**src/rtl/noise_sched.sv**
```systemverilog
// Round-robin arbiter sharing one stepped LFSR noise generator among NUM_REQ voices.
// Each grant steps the generator SHIFTS times, then returns the captured word tagged with the requester id.
module noise_sched #(
    parameter  int NUM_REQ = 4,
    parameter  int WIDTH   = 24,
    parameter  int SHIFTS  = 24,
    localparam int IW      = (NUM_REQ > 1) ? $clog2(NUM_REQ) : 1,
    localparam int CW      = $clog2(SHIFTS + 1)
) (
    input  logic               clk_i,
    input  logic               rst_ni,
    input  logic [NUM_REQ-1:0] req_i,
    output logic [NUM_REQ-1:0] gnt_o,
    output logic               adv_o,
    input  logic [WIDTH-1:0]   noise_i,
    output logic               valid_o,
    output logic [WIDTH-1:0]   sample_o,
    output logic [IW-1:0]      id_o,
    output logic               busy_o
);

    // state   | meaning
    // IDLE    | waiting for a request; valid_o may be high in the first IDLE cycle
    // STEP    | generator stepped once per cycle, SHIFTS cycles in total
    // DELIVER | generator settled; word captured at the closing edge
    typedef enum logic [1:0] {
        IDLE    = 2'd0,
        STEP    = 2'd1,
        DELIVER = 2'd2
    } state_t;

    state_t               state_q, state_d;
    logic [IW-1:0]        ptr_q, ptr_d;
    logic [IW-1:0]        id_q, id_d;
    logic [CW-1:0]        cnt_q, cnt_d;
    logic [NUM_REQ-1:0]   gnt_q, gnt_d;
    logic                 adv_q, adv_d;
    logic                 valid_q, valid_d;
    logic                 busy_q, busy_d;
    logic [WIDTH-1:0]     sample_q, sample_d;
    logic [IW-1:0]        ido_q, ido_d;

    logic                 sel_found;
    logic [IW-1:0]        sel_idx;

    // First requester at or after the pointer, wrapping modulo NUM_REQ.
    always_comb begin
        logic [IW-1:0] k;
        sel_found = 1'b0;
        sel_idx   = '0;
        k         = '0;
        for (int i = 0; i < NUM_REQ; i++) begin
            k = IW'((int'(ptr_q) + i) % NUM_REQ);
            if (!sel_found && req_i[k]) begin
                sel_found = 1'b1;
                sel_idx   = k;
            end
        end
    end

    always_comb begin
        state_d  = state_q;
        ptr_d    = ptr_q;
        id_d     = id_q;
        cnt_d    = cnt_q;
        gnt_d    = '0;
        adv_d    = 1'b0;
        valid_d  = 1'b0;
        busy_d   = busy_q;
        sample_d = sample_q;
        ido_d    = ido_q;
        case (state_q)
            IDLE: begin
                busy_d = 1'b0;
                if (sel_found) begin
                    id_d    = sel_idx;
                    ptr_d   = (sel_idx == IW'(NUM_REQ - 1)) ? '0 : sel_idx + 1'b1;
                    gnt_d   = NUM_REQ'(1) << sel_idx;
                    adv_d   = 1'b1;
                    busy_d  = 1'b1;
                    cnt_d   = '0;
                    state_d = STEP;
                end
            end
            STEP: begin
                busy_d = 1'b1;
                if (cnt_q == CW'(SHIFTS - 1)) begin
                    state_d = DELIVER;
                end else begin
                    cnt_d = cnt_q + 1'b1;
                    adv_d = 1'b1;
                end
            end
            DELIVER: begin
                busy_d   = 1'b0;
                sample_d = noise_i;
                ido_d    = id_q;
                valid_d  = 1'b1;
                cnt_d    = '0;
                state_d  = IDLE;
            end
            default: begin
                busy_d  = 1'b0;
                state_d = IDLE;
            end
        endcase
    end

    always_ff @(posedge clk_i or negedge rst_ni) begin
        if (!rst_ni) begin
            state_q  <= IDLE;
            ptr_q    <= '0;
            id_q     <= '0;
            cnt_q    <= '0;
            gnt_q    <= '0;
            adv_q    <= 1'b0;
            valid_q  <= 1'b0;
            busy_q   <= 1'b0;
            sample_q <= '0;
            ido_q    <= '0;
        end else begin
            state_q  <= state_d;
            ptr_q    <= ptr_d;
            id_q     <= id_d;
            cnt_q    <= cnt_d;
            gnt_q    <= gnt_d;
            adv_q    <= adv_d;
            valid_q  <= valid_d;
            busy_q   <= busy_d;
            sample_q <= sample_d;
            ido_q    <= ido_d;
        end
    end

    assign gnt_o    = gnt_q;
    assign adv_o    = adv_q;
    assign valid_o  = valid_q;
    assign busy_o   = busy_q;
    assign sample_o = sample_q;
    assign id_o     = ido_q;

endmodule

```
**config.mk**
```make
export PLATFORM = sky130hd
export DESIGN_NAME = noise_sched
export DESIGN_NICKNAME = d
export VERILOG_FILES = /design/src/rtl/noise_sched.sv
export SDC_FILE = /design/constraint.sdc
export NUM_CORES = 1
export LEC_CHECK = 0
export ABC_AREA = 1
export CELL_PAD_IN_SITES_DETAIL_PLACEMENT = 0
export CELL_PAD_IN_SITES_GLOBAL_PLACEMENT = 1
export CORE_UTILIZATION = 30
export DETAILED_ROUTE_END_ITERATION = 10
export PLACE_DENSITY_LB_ADDON = 0.1
export SLEW_MARGIN = 30
export SYNTH_ARGS = -nofsm -noshare
export SYNTH_HDL_FRONTEND = slang
export SYNTH_SLANG_ARGS = --single-unit
```
**constraint.sdc**
```tcl
create_clock -name clk_i -period 2.4 [get_ports clk_i]
set_clock_uncertainty 0.05 [all_clocks]
set_input_delay 0.48 -clock clk_i [delete_from_list [all_inputs] [get_ports clk_i]]
set_output_delay 0.48 -clock clk_i [all_outputs]
set_load 0.005 [all_outputs]
```
==> flow_summary_export.csv <==
group,metric,value,unit
sta,relSlewSlack,65.6,%
critical_path,cp_max_fo,4,
die,initial_core_util,31.9,%
clock_network,clock_sinks,44,
die,ioPinCount,63,
global_routing,overflow,0,
cells_and_area,area_delta_synth_final,39.9,%
drt,drt-pass1-iter-count,4,
critical_path,critPathRequiredTime,2560,ps
drt,wl_met1,2190,um
place,dpl_cell_area,2780,sq um
drt,drt-initial-drc-count,67,
cells_and_area,design_area,2900,sq um
place,dp.final_hpwl,3270,um
drt,met2_wirelength,2030,um
clock_network,clk_latency,290,ps
yosys,ys_warn_count,0,
global_routing,antenna_found_initial,0,
drt,wl_met3,246,um
sta,tns,0,ps
clock_network,cts_root_buffer,"clkbuf_8",
hold_path,hold_path_class,"register to register",
yosys,syn_area_per_cell,8.13,sq um
critical_path,rr_startpoint,"ptr_q[0]",
sta,fin_ws,380,ps
drt,num_vias,1717,
cells_and_area,fin_cells,402,
place,post-place-cells,393,
yosys,syn_nets,290,
yosys,synth_seq_cells,44,
die,die_h,85.1,um
sta,rsz0062_at_grt,"false",
die,core-area,6490,sq um
global_routing,grt_first_pass_wirelength,8020,um
job,drv_cap,0,
global_routing,grt_usage,13.9,%
clock_network,cts_tree,"built",
place,globalplace.congestion,0.799,
pwr,ir_drop,397,uV
yosys,synth_seq_area_share,53.1,%
drt,drc,0,
yosys,synth_cell_types,23,
drt,route.top_layer_used,"met4",
sta,setup_viol,0,
place,dp_slack,73.9,ps
die,fp.dieW,85.1,um
critical_path,path_class,"primary input to register",
pwr,powerDensity,992,nW/um^2
sta,hold_violations,0,
clock_network,numCtsBuffers,5,
cells_and_area,fin_nets,359,
yosys,syn_inst,255,
sta,hold_ws,427,ps
yosys,synthesis.area,2070,sq um
place,io_buffers,62,
clock_network,cts_max_path_buffers,2,
drt,wirelength,4530,um
cells_and_area,antennaDiodeCount,0,
hold_path,hold_path_startpoint,"id_q[1]",
sta,maxSlewViolCount,0,
drt,wl_per_cell,11.3,um
sta,fin_crit_sh,84.2,%
critical_path,cp-startpoint,"req_i[3]",
sta,min_period,2020,ps
drt,post_drt_via_cell_ratio,4.27,
die,die-area,7240,sq um
clock_network,postCtsSetupRepairBufs,0,
sta,max_freq,0.495,GHz
cells_and_area,layout_common_cells,"nand2_1 (126), clkdlybuf4s50_1 (61), dfrtp_1 (44)",
clock_network,htreeDepth,2,
drt,ant_nets,0,
critical_path,endpoint_kind,"register",
cells_and_area,drive_gt1_share,9.23,%
clock_network,clk_pin_slew_worst_paths,80,ps
critical_path,arrival,2180,ps
global_routing,grt_max_degree,28,
global_routing,grt_pass1_vias,1751,
critical_path,start_kind,"primary input",
status,status,"completed",
cells_and_area,layout_commonest_cell,"nand2_1",
pwr,power.leakage,1.48,nW
sta,tightest_slew,511,ps
die,placementRows,29,
-- final timing paths --
check,end,slack (ps),cells past startpoint
max in group asynchronous,gnt_o[1],1400,3
max,ptr_q[1],380,11
min in group asynchronous,sample_o[16],440,2
max reg2reg,ptr_q[1],430,11
min,id_o[1],430,2
min reg2reg,id_o[1],430,2
-- per-stage QoR --
| stage | power (mW) | util [%] |
|---|---|---|
| 2_1_floorplan | 1.92 | - |
| 3_3_place_gp | 2.35 | 42.8 |
| 3_5_place_dp | 2.35 | 42.8 |
| 4_1_cts | 2.93 | 44.6 |
| 5_1_grt | 3.15 | 44.6 |
| 6_report | 2.87 | 44.6 |
-- layer usage --
metal | vias to the layer above | global-route usage (%)
met4 | 0 | 4.62
met1 | 758 | 18.3
met2 | 43 | 22.5
met3 | 6 | 3.31
met5 | - | 0
li1 | 910 | -
-- power by group --
part / total, mW / internal [mW] / switching (mW)
clock network: 0.563 / 0.309 / 0.254
logic: 1.27 / 0.562 / 0.704
registers: 1.05 / 0.922 / 0.123
-- cell usage after synthesis (all sizes together) --
library cell / count / area share [%]
a31oi: 1 / 0.30
buf: 2 / 1.3
clkbuf: 4 / 0.72
clkinv: 1 / 0.18
dfrtp: 44 / 53
ha: 5 / 3.0
inv: 21 / 3.8
nand2: 136 / 26
nand3: 18 / 5.0
nand4: 2 / 0.91
nor2: 13 / 3.3
nor3: 1 / 0.24
o21ai: 4 / 0.97
or2: 1 / 0.30
xor2: 2 / 0.85
-- critical path, stage by stage --
cell and delay [ps]:
clkdlybuf4s50_1 420, inv_1 90, nand2_2 50, nand3_1 110
nand2_2 100, nor2_8 150, nand3_1 80, nand3_1 160
inv_1 90, ha_1 290, o21ai_0 160
-- layout make-up --
| type | count | area [sq um] |
|---|---|---|
| well taps | 77 | 96.3 |
| repair buffers | 68 | 663 |
| fillers | 666 | 3600 |
| clock inverters | 2 | 35.0 |
| flip-flops and latches | 44 | 1100 |
| multi-input cells | 183 | 847 |
| inverters | 22 | 82.6 |
| clock buffers | 6 | 72.6 |
-- kinds of logic after synthesis --
family                   Yosys count  share of synthesized area, %
AND/OR/NAND/NOR                  171                          35.7
flip-flops                        44                          53.1
buffers and inverters             28                          5.98
AO/OA/AOI/OAI                      5                          1.27
adder cells (fa/ha/maj)            5                          3.02
XOR/XNOR                           2                         0.846
-- registers in the layout, indices dropped and copies added (netlist names) --
register  count
adv_o         1
busy_o        1
cnt_q         5
gnt_o         4
id_o          2
id_q          2
ptr_q         2
sample_o     24
state_q       2
valid_o       1
-- repair_timing --
action,4_1_cts,5_1_grt
hold endpoints to repair,1,0
hold buffers,1,0
resized for setup,0,0
Note: power is estimated with default switching activity, not from simulation.
